### src/rtl/isa_pkg.sv
// -----------------------------------------------------------------------------
// isa_pkg
// Shared instruction-set definitions for the encoder and the decoder:
//   - field positions and widths of the 32-bit instruction word
//   - the format-select rule (opcode[2] = 1 -> I-format, 0 -> R-format)
//   - the encoder FSM state enumeration
//   - helper functions that build a word from fields and check field legality
// Word layout:
//   R-format: {opcode[31:29], r0[28:24], r1[23:19], r2[18:14], 14'b0}
//   I-format: {opcode[31:29], r0[28:24], r1[23:19], 3'b000, addr[15:0]}
// -----------------------------------------------------------------------------
package isa_pkg;

  localparam int INST_W     = 32;
  localparam int OPC_W      = 3;
  localparam int REG_W      = 5;
  localparam int ADDR_FLD_W = 16;

  localparam int OPC_LSB    = 29;
  localparam int R0_LSB     = 24;
  localparam int R1_LSB     = 19;
  localparam int R2_LSB     = 14;
  localparam int IMM_LSB    = 0;

  // Opcode bit that selects the instruction format.
  localparam int FMT_BIT    = 2;

  typedef enum logic [1:0] {
    ST_IDLE = 2'd0,
    ST_LOAD = 2'd1,
    ST_FULL = 2'd2
  } enc_state_e;

  typedef struct packed {
    logic [OPC_W-1:0]      opcode;
    logic [REG_W-1:0]      r0;
    logic [REG_W-1:0]      r1;
    logic [REG_W-1:0]      r2;
    logic [ADDR_FLD_W-1:0] addr;
  } inst_fields_t;

  // I-format when the format bit of the opcode is set.
  function automatic logic is_i_format(input logic [OPC_W-1:0] opcode);
    return opcode[FMT_BIT];
  endfunction

  // Build the instruction word; the field unused by the format is left zero.
  function automatic logic [INST_W-1:0] encode_inst(input inst_fields_t f);
    logic [INST_W-1:0] w;
    w                        = {INST_W{1'b0}};
    w[OPC_LSB +: OPC_W]      = f.opcode;
    w[R0_LSB  +: REG_W]      = f.r0;
    w[R1_LSB  +: REG_W]      = f.r1;
    if (is_i_format(f.opcode)) begin
      w[IMM_LSB +: ADDR_FLD_W] = f.addr;
    end else begin
      w[R2_LSB +: REG_W]       = f.r2;
    end
    return w;
  endfunction

  // A tuple is legal when the field its format does not use is zero.
  function automatic logic fields_legal(input inst_fields_t f);
    logic ok;
    if (is_i_format(f.opcode)) begin
      ok = (f.r2 == {REG_W{1'b0}});
    end else begin
      ok = (f.addr == {ADDR_FLD_W{1'b0}});
    end
    return ok;
  endfunction

endpackage

### src/rtl/enc_fifo2.sv
// -----------------------------------------------------------------------------
// enc_fifo2
// Two-entry FIFO holding encoded words between acceptance and memory write.
// slot0 is always the oldest entry, so the head output is a plain register
// and stays stable while the consumer stalls.
// Ports:
//   clk, rst_n  clock, asynchronous active-low reset
//   clear       synchronous empty (flush)
//   push, din   write a word (ignored when full, even if a pop happens too)
//   pop         remove the head (ignored when empty)
//   head        oldest word
//   count       occupancy 0..2
// -----------------------------------------------------------------------------
module enc_fifo2 #(
  parameter int DATA_W = 32
) (
  input  logic              clk,
  input  logic              rst_n,
  input  logic              clear,
  input  logic              push,
  input  logic              pop,
  input  logic [DATA_W-1:0] din,
  output logic [DATA_W-1:0] head,
  output logic [1:0]        count
);

  logic [DATA_W-1:0] slot0_r;
  logic [DATA_W-1:0] slot1_r;
  logic [1:0]        count_r;
  logic              push_ok_s;
  logic              pop_ok_s;

  // Qualify push/pop against current occupancy; a full FIFO never takes a push.
  always_comb begin
    push_ok_s = push && (count_r != 2'd2);
    pop_ok_s  = pop  && (count_r != 2'd0);
  end

  // Storage and occupancy update.
  always_ff @(posedge clk or negedge rst_n) begin
    if (!rst_n) begin
      slot0_r <= {DATA_W{1'b0}};
      slot1_r <= {DATA_W{1'b0}};
      count_r <= 2'd0;
    end else if (clear) begin
      slot0_r <= {DATA_W{1'b0}};
      slot1_r <= {DATA_W{1'b0}};
      count_r <= 2'd0;
    end else begin
      case ({push_ok_s, pop_ok_s})
        2'b10: begin
          if (count_r == 2'd0) begin
            slot0_r <= din;
          end else begin
            slot1_r <= din;
          end
          count_r <= count_r + 2'd1;
        end
        2'b01: begin
          slot0_r <= slot1_r;
          count_r <= count_r - 2'd1;
        end
        2'b11: begin
          // Both qualified implies exactly one entry: the new word becomes head.
          slot0_r <= din;
        end
        default: begin
          count_r <= count_r;
        end
      endcase
    end
  end

  assign head  = slot0_r;
  assign count = count_r;

endmodule

### src/rtl/inst_encoder.sv
// -----------------------------------------------------------------------------
// inst_encoder
// Packs instruction field tuples into 32-bit words and streams them into an
// instruction memory through a 2-entry FIFO, tracking how many words were
// written and stopping once MEM_DEPTH words are in memory.
// Parameters:
//   MEM_DEPTH  number of memory words that may be written
//   ADDR_W     log2(MEM_DEPTH)
// Ports:
//   clk, rst_n                     clock, asynchronous active-low reset
//   in_valid / in_ready            tuple handshake
//   in_opcode, in_r0, in_r1,
//   in_r2, in_addr                 instruction fields
//   flush                          synchronous clear of all state (wins over
//                                  same-cycle accept/write)
//   mem_we / mem_ready             memory write handshake
//   mem_waddr, mem_wdata           write address / FIFO head
//   wr_count                       number of completed writes
//   prog_full                      MEM_DEPTH words written
//   err                            sticky illegal-field flag
// Build option:
//   ENC_FIELD_CHECK_EN  when defined, tuples with a non-zero unused field
//                       are dropped and set err; otherwise err is 0.
// All outputs come straight from flops.
// -----------------------------------------------------------------------------
module inst_encoder
  import isa_pkg::*;
#(
  parameter int MEM_DEPTH = 1024,
  parameter int ADDR_W    = 10
) (
  input  logic              clk,
  input  logic              rst_n,
  input  logic              in_valid,
  output logic              in_ready,
  input  logic [2:0]        in_opcode,
  input  logic [4:0]        in_r0,
  input  logic [4:0]        in_r1,
  input  logic [4:0]        in_r2,
  input  logic [15:0]       in_addr,
  input  logic              flush,
  output logic              mem_we,
  input  logic              mem_ready,
  output logic [ADDR_W-1:0] mem_waddr,
  output logic [31:0]       mem_wdata,
  output logic [ADDR_W:0]   wr_count,
  output logic              prog_full,
  output logic              err
);

  localparam logic [ADDR_W+1:0] DEPTH_C = (ADDR_W+2)'(MEM_DEPTH);

  enc_state_e         state_r;
  enc_state_e         state_nxt_s;

  logic               in_ready_r;
  logic               mem_we_r;
  logic               prog_full_r;
  logic               err_r;
  logic [ADDR_W-1:0]  mem_waddr_r;
  logic [ADDR_W:0]    wr_count_r;

  inst_fields_t       fields_s;
  logic [INST_W-1:0]  enc_word_s;
  logic [INST_W-1:0]  fifo_head_s;
  logic [1:0]         fifo_count_s;
  logic [1:0]         fifo_count_nxt_s;
  logic [ADDR_W:0]    wr_count_nxt_s;
  logic [ADDR_W+1:0]  committed_nxt_s;

  logic               accept_s;
  logic               legal_s;
  logic               push_s;
  logic               pop_s;
  logic               err_nxt_s;
  logic               in_ready_nxt_s;
  logic               mem_we_nxt_s;

  // Encode the offered tuple and decide what enters and leaves the FIFO.
  always_comb begin
    fields_s.opcode = in_opcode;
    fields_s.r0     = in_r0;
    fields_s.r1     = in_r1;
    fields_s.r2     = in_r2;
    fields_s.addr   = in_addr;
    enc_word_s      = encode_inst(fields_s);
    accept_s        = in_valid && in_ready_r;
`ifdef ENC_FIELD_CHECK_EN
    legal_s         = fields_legal(fields_s);
`else
    legal_s         = 1'b1;
`endif
    push_s          = accept_s && legal_s && !flush;
    pop_s           = mem_we_r && mem_ready && !flush;
  end

  // Sticky error flag for dropped tuples.
  always_comb begin
    err_nxt_s = err_r;
`ifdef ENC_FIELD_CHECK_EN
    if (flush) begin
      err_nxt_s = 1'b0;
    end else if (accept_s && !legal_s) begin
      err_nxt_s = 1'b1;
    end else begin
      err_nxt_s = err_r;
    end
`else
    err_nxt_s = 1'b0;
`endif
  end

  // Next occupancy and next completed-write count.
  always_comb begin
    fifo_count_nxt_s = fifo_count_s;
    wr_count_nxt_s   = wr_count_r;
    if (flush) begin
      fifo_count_nxt_s = 2'd0;
      wr_count_nxt_s   = {(ADDR_W+1){1'b0}};
    end else begin
      case ({push_s, pop_s})
        2'b10:   fifo_count_nxt_s = fifo_count_s + 2'd1;
        2'b01:   fifo_count_nxt_s = fifo_count_s - 2'd1;
        default: fifo_count_nxt_s = fifo_count_s;
      endcase
      if (pop_s) begin
        wr_count_nxt_s = wr_count_r + (ADDR_W+1)'(1);
      end else begin
        wr_count_nxt_s = wr_count_r;
      end
    end
  end

  // FSM next state: FULL is entered on the last write and left only by flush/reset.
  always_comb begin
    state_nxt_s = state_r;
    if (flush) begin
      state_nxt_s = ST_IDLE;
    end else begin
      case (state_r)
        ST_IDLE: begin
          if (push_s) begin
            state_nxt_s = ST_LOAD;
          end else begin
            state_nxt_s = ST_IDLE;
          end
        end
        ST_LOAD: begin
          if (pop_s && ({1'b0, wr_count_nxt_s} == DEPTH_C)) begin
            state_nxt_s = ST_FULL;
          end else begin
            state_nxt_s = ST_LOAD;
          end
        end
        ST_FULL: begin
          state_nxt_s = ST_FULL;
        end
        default: begin
          state_nxt_s = ST_IDLE;
        end
      endcase
    end
  end

  // Next handshake outputs. A tuple is only accepted if memory still has room
  // for it after everything already written or queued, so no word is ever
  // accepted that could not be written.
  always_comb begin
    committed_nxt_s = {1'b0, wr_count_nxt_s} + {{ADDR_W{1'b0}}, fifo_count_nxt_s};
    in_ready_nxt_s  = (fifo_count_nxt_s != 2'd2) &&
                      (state_nxt_s != ST_FULL) &&
                      (committed_nxt_s < DEPTH_C);
    mem_we_nxt_s    = (fifo_count_nxt_s != 2'd0) && (state_nxt_s != ST_FULL);
  end

  // FSM state register.
  always_ff @(posedge clk or negedge rst_n) begin
    if (!rst_n) begin
      state_r <= ST_IDLE;
    end else begin
      state_r <= state_nxt_s;
    end
  end

  // Registered status and handshake outputs.
  always_ff @(posedge clk or negedge rst_n) begin
    if (!rst_n) begin
      in_ready_r  <= 1'b0;
      mem_we_r    <= 1'b0;
      prog_full_r <= 1'b0;
      err_r       <= 1'b0;
      wr_count_r  <= {(ADDR_W+1){1'b0}};
      mem_waddr_r <= {ADDR_W{1'b0}};
    end else begin
      in_ready_r  <= in_ready_nxt_s;
      mem_we_r    <= mem_we_nxt_s;
      prog_full_r <= (state_nxt_s == ST_FULL);
      err_r       <= err_nxt_s;
      wr_count_r  <= wr_count_nxt_s;
      // The write pointer is the completed-write count modulo the depth.
      mem_waddr_r <= wr_count_nxt_s[ADDR_W-1:0];
    end
  end

  enc_fifo2 #(
    .DATA_W (INST_W)
  ) u_fifo (
    .clk   (clk),
    .rst_n (rst_n),
    .clear (flush),
    .push  (push_s),
    .pop   (pop_s),
    .din   (enc_word_s),
    .head  (fifo_head_s),
    .count (fifo_count_s)
  );

  assign in_ready  = in_ready_r;
  assign mem_we    = mem_we_r;
  assign mem_waddr = mem_waddr_r;
  assign mem_wdata = fifo_head_s;
  assign wr_count  = wr_count_r;
  assign prog_full = prog_full_r;
  assign err       = err_r;

endmodule

### config.mk
export PLATFORM = sky130hd
export DESIGN_NAME = inst_encoder
export DESIGN_NICKNAME = d
export VERILOG_FILES = /design/src/rtl/isa_pkg.sv /design/src/rtl/enc_fifo2.sv /design/src/rtl/inst_encoder.sv
export SDC_FILE = /design/constraint.sdc
export NUM_CORES = 1
export LEC_CHECK = 0
export ABC_AREA = 0
export CORE_MARGIN = 2
export CORE_UTILIZATION = 54
export CTS_CLUSTER_DIAMETER = 150
export DETAILED_ROUTE_END_ITERATION = 12
export GPL_TIMING_DRIVEN = 0
export PLACE_DENSITY = 0.85
export SYNTH_ARGS = -nofsm -noshare
export SYNTH_HDL_FRONTEND = slang
export SYNTH_SLANG_ARGS = --single-unit
### constraint.sdc
create_clock -name clk -period 6.1 [get_ports clk]
set_input_delay 1.22 -clock clk [delete_from_list [all_inputs] [get_ports clk]]
set_output_delay 1.22 -clock clk [all_outputs]
set_load 0.05 [all_outputs]
Yosys cells after proc, flatten, opt, wreduce, memory -nomap -nowiden
Cells that the tools add are included.
{ "word_totals": {"ff_bits": 92, "output_inout_bits": 57, "word_cells": 67} }
{ "classes": {"add_sub_neg": 4, "order_cmp": 1, "eq_ne": 14, "mux": 19, "reduce_logical": 20} }
{ "op_table": {"columns": ["operator", "n"], "rows": [
  ["$mux W32", 5],
  ["$pmux W32 S3", 1],
  ["$mux W11", 2],
  ["$mux W14", 1],
  ["$add A11 B2 Y12", 1],
  ["$lt A12 B11 Y1 const B", 1],
  ["$add A11 B1 Y11 const B", 1],
  ["$eq A11 B11 Y1 const B", 1],
  ["$eq A2 B2 Y1 const B", 5],
  ["$logic_and A1 B1 Y1", 10],
  ["$mux W2", 5],
  ["$ne A2 B2 Y1 const B", 4],
  ["$pmux W2 S2", 2],
  ["$eq A2 B1 Y1 const B", 3],
  ["$pmux W2 S3", 1],
  ["$reduce_bool A2 Y1", 3],
  ["$logic_not A2 Y1", 2],
  ["$reduce_and A2 Y1", 2],
  ["$reduce_bool A4 Y1", 1],
  ["$mux W3", 1],
  ["$ne A3 B2 Y1 const B", 1],
  ["$reduce_bool A3 Y1", 1],
  ["$add A2 B1 Y2 const B", 1],
  ["$sub A2 B1 Y2 const B", 1],
  ["2 further kinds", 2]
]} }

Longest topological paths before layout
{ "logic_depth": {"depth_word": 12, "depth_mapped": 12, "ltp_nobuf": 10} }

Hierarchy
From an unflattened synthesis, not the netlist that was laid out.
{ "hier_totals": {"cells_unflattened": 433, "area_unflattened_um2": 4434.3} }
{ "by_module_without_submodules": {"columns": ["mod", "instances", "cells_each", "area_per_inst_um2", "seq_area_each_um2"], "rows": [
  ["enc_fifo2", 1, 283, 3146.8, 1651.6],
  ["inst_encoder", 1, 150, 1287.5, 400.4]
]} }

Least setup slack after synthesis
Ideal clock, no wire load.
{ "synth_path": {"path_kind": "input-to-reg", "startpoint": "input flush", "endpoint": "register in_ready_r (netlist: in_ready)", "arrival_time_ps": 3329, "t_required_ps": 5971, "setup_slack_ps": 2642, "stages": 11, "cell_sequence": "buf_1 -> inv_2 -> clkbuf_1 -> nand3_1 -> ha_1 -> mux2_2 -> o211ai_1 -> inv_1 -> ha_1 -> a31oi_1 -> o41a_1"} }
{ "synth_between": {"elab_chain_len": 12, "word_cells_on_any_way": 21} }
{ "synth_lines": {"columns": ["element", "line_no", "rtl"], "rows": [
  ["from (decl)", "inst_encoder.sv:41", "input logic flush,"],
  ["branches (longest 11 deep; another with $add A11 B2 Y12)", null, null],
  ["$logic_and A1 B1 Y1 *", "inst_encoder.sv:171", "(state_nxt_s != ST_FULL) &&"],
  ["net in_ready_nxt_s", "inst_encoder.sv:76", "logic in_ready_nxt_s;"],
  ["to (signal assigned)", "inst_encoder.sv:195", "in_ready_r <= in_ready_nxt_s;"],
  ["to (decl)", "inst_encoder.sv:56", "logic in_ready_r;"]
]} }
Mark *: on every way through the listed nets, which the timed path passes.
A chain may end at the register's enable or synchronous reset.

Final worst setup path
Same ends and word-level chain as after synthesis.

==> metrics.md <==
| Metric | Value |
|---|---|
| # port buffers | 94 |
| Outcome | completed |
| Peak supply drop | 157 µV |
| Slew @ Worst Pin | ~0.7 ns |
| Fin Setup TNS | 0 ns |
| GR Overflow Total | 0 |
| Max_slew headroom | 0.532 |
| CP bufs+invs | 6 |
| CP max stage cell | clkdlybuf4s50_1 |
| Final ANT Viol Nets | 0 |
| WL final | approximately 11000 µm |
| Vias | around 4000 |
| Mean post-synth cell area | 8.75 µm² |
| Site Rows | 32 |
| # diodes | 0 |
| Worst-case hold slack | roughly 0.49 ns |
| Placed wire-length estimate | 7910 µm |
| Layout Utilization | 0.716 |
| Initial antenna violation count | 0 |
| Die height | between 90 and 100 µm |
| MaxCap Viol Count | 0 |
| Cts hold-fix bufs | 0 |
| First-pass GRT wire length | 18700 µm |
| Nets@finish | roughly 630 |
| P per Cell Area | between 200 and 250 nW/µm² |
| CTS root buf | clkbuf_8 |
| Wire per inst | roughly 16 µm |
| Main synth FF type | dfrtp_1 |
| Final Max Slew Viols | 0 |
| Worst EP required | 6.34 ns |
| H-tree Lvls | 3 |
| Critical path class | input port to register |
| Top cell family by delay on the critical path | buffers and inverters |
| Total chip power | ~1.2 mW |
| RSZ-0062 raised after global routing | no |
| Synth Cell Area | between 4000 and 5000 µm² |
| Async S/R FF share, synth | 1.00 |
| # clock sinks | 82 |
| Leakage | around 2.4 nW |
| Final hold vios | 0 |
| Share of layout cells above drive strength 1 | 0.0662 |
| Die X | a little over 90 µm |
| Register area share after synthesis | 0.491 |
| TritonCTS clock tree | built |
| Switching share of power | 0.327 |
| Critical Path AT | around 4.4 ns |
| Sequential power share | 0.482 |
| Worst clock skew | 0.0102 ns |
| Most frequent cells in the layout | nand2_1 (100), clkdlybuf4s50_1 (93), dfrtp_1 (82), nand3_1 (38) |
| Mapped Nets | 523 |
| Placed cell count | 675 |
| Most common cell after layout, fill and taps aside | nand2_1 |
| YS warnings | 0 |
| DRC | 0 |
| Via density | ~5.7 |
| Ports | 96 |
| Switching Power | about 0.41 mW |
| Post-CTS setup buffers | 0 |
| Internal | between 0.8 and 0.9 mW |
| HP Class | register to register |
| Core Footprint | 7610 µm² |
| Starting Density | 0.550 |
| Drt first pass iters | 5 |
| Resize count post-CTS | 0 |
| R2r setup slk | about 3.3 ns |
| Final worst-path cycle share | 0.682 |
| GRT Total Usage | 0.278 |
| Die area | approximately 8500 µm² |
| Area grow syn2layout | 30.3% |
| Clock power share | 0.286 |
| Crit path cell chain | clkdlybuf4s50_1 > buf_1 > inv_2 > clkbuf_1 > nand3_1 > inv_1 > ha_1 > mux2_2 > o211ai_1 > inv_1 > ha_1 > a31oi_1 > o41a_1 |
| Post-synth EDFFs | 0 |
| Crit end category | register |
| Yosys cell types | 47 |
| #FFs+latches synth | a little over 80 |
| Worst-path clk slew | approximately 0.08 ns |
| Clk buf depth | 2 |
| Maximum clock rate | between 200 and 250 MHz |
| Startpoint types | input port |
| Gate power share | 0.233 |
| Number of global-route vias before repair | 3894 |
| Non-filler cells, final | 691 |
| Min cycle time layout | about 4.2 ns |
| Inserted Clock Buffers | 9 |
| Crit Path Max Fanout | 10 |
| Final Setup Violations | 0 |
| Slowest stage delay, CP | between 0.5 and 0.6 ns |
| Largest net degree at the start of global routing | 58 |
| Placer Congestion | ~0.85 |
| Post-Synthesis Cells | 478 |
| Worst-Skew Late Latency | 0.36 ns |
| Initial drt markers | between 300 and 400 |
[tightest hold or removal path: stages, from the launching register on]
cell and delay (ns):
dfrtp_1 0.35, nand2_1 0.05, o31ai_1 0.06
[cell usage after synthesis, types with 2 or more instances]
| cell | count | area share |
|---|---|---|
| nand2b_1 | 5 | 0.0075 |
| mux2_2 | 3 | 0.0081 |
| a22o_1 | 13 | 0.027 |
| inv_1 | 10 | 0.0090 |
| o21ai_0 | 24 | 0.029 |
| nor4b_1 | 2 | 0.0042 |
| a211o_1 | 2 | 0.0042 |
| clkbuf_1 | 28 | 0.025 |
| o211ai_1 | 2 | 0.0036 |
| xor2_1 | 5 | 0.010 |
| o211a_1 | 2 | 0.0048 |
| or3_1 | 3 | 0.0045 |
| nand3_1 | 38 | 0.045 |
| ha_1 | 6 | 0.018 |
| o31ai_1 | 19 | 0.034 |
| a31oi_1 | 2 | 0.0030 |
| a21oi_1 | 36 | 0.043 |
| and2_1 | 3 | 0.0045 |
| xnor2_1 | 6 | 0.013 |
| nor3_1 | 2 | 0.0024 |
| nand2_1 | 100 | 0.090 |
| buf_2 | 4 | 0.0048 |
| nand4b_1 | 2 | 0.0042 |
| buf_1 | 3 | 0.0027 |
| buf_4 | 11 | 0.020 |
| a21o_1 | 2 | 0.0036 |
| dfrtp_1 | 82 | 0.49 |
| nor2_1 | 36 | 0.032 |
| mux2i_1 | 3 | 0.0072 |
| nor4_1 | 4 | 0.0060 |
| nand4_1 | 4 | 0.0060 |
[cells by family (layout without fill, tap and decap cells)]
| logic type | count (synthesis) | in the layout | share of synthesized area |
|---|---|---|---|
| AO/OA/AOI/OAI | 110 | 110 | 0.172 |
| adder cells (fa/ha/maj) | 6 | 6 | 0.0180 |
| flip-flops | 82 | 82 | 0.491 |
| other | 1 | 1 | 0.000897 |
| AND/OR/NAND/NOR | 204 | 204 | 0.217 |
| buffers and inverters | 58 | 169 | 0.0635 |
| multiplexers | 6 | 6 | 0.0153 |
| XOR/XNOR | 11 | 11 | 0.0230 |
[registers in the layout, summed over array words and instances (netlist names)]
signal / flops
wr_count: 11
in_ready: 1
u_fifo.head: 32
state_r: 2
u_fifo.slot1_r: 32
mem_we: 1
prog_full: 1
u_fifo.count: 2
[per-stage QoR]
| step | instance area [µm²] | worst slack, ns |
|---|---|---|
| 2_1_floorplan | 4180 | 2.64 |
| 3_3_place_gp | 5250 | 0.937 |
| 3_5_place_dp | 5270 | 1.59 |
| 4_1_cts | 5450 | 1.95 |
| 5_1_grt | 5450 | 1.79 |
| 6_report | 5450 | 1.94 |
[layout make-up]
class	count	area, µm²
Clock inverter	4	26.3
Inverter	11	41.3
Tap cell	102	128
Clock buffer	12	145
Buffer	47	224
Timing Repair Buffer	95	966
Fill cell	575	2160
Sequential cell	82	2050
Multi-Input combinational cell	338	1860
[routing by layer]
| layer | GRT usage | part of all wire |
|---|---|---|
| met1 | 0.375 | 0.43 |
| met2 | 0.452 | 0.49 |
| met3 | 0.0386 | 0.059 |
| met4 | 0.122 | 0.025 |
| met5 | 0 | 0 |
[power by group through the flow]
stage	clock network [mW]	registers, mW	logic [mW]
after global routing	0.384	0.603	0.309
final	0.355	0.599	0.290
after global placement	0	0.608	0.280
after CTS	0.359	0.598	0.289
after detailed placement	0	0.609	0.288
after floorplan	0	0.680	0.0983
[final timing paths]
| check | cells past startpoint | end | start |
|---|---|---|---|
| min | 2 | u_fifo.head[11]$_DFFE_PN0P_ | u_fifo.head[11]$_DFFE_PN0P_ |
| max in group asynchronous | 2 | u_fifo.head[19]$_DFFE_PN0P_ | rst_n |
| max reg2reg | 7 | mem_we$_DFF_PN0_ | wr_count[0]$_DFF_PN0_ |
| min in group asynchronous | 1 | u_fifo.head[14]$_DFFE_PN0P_ | rst_n |
| max | 13 | in_ready$_DFF_PN0_ | flush |
| min reg2reg | 2 | u_fifo.head[11]$_DFFE_PN0P_ | u_fifo.head[11]$_DFFE_PN0P_ |
Power figures use the tool's default switching activity.
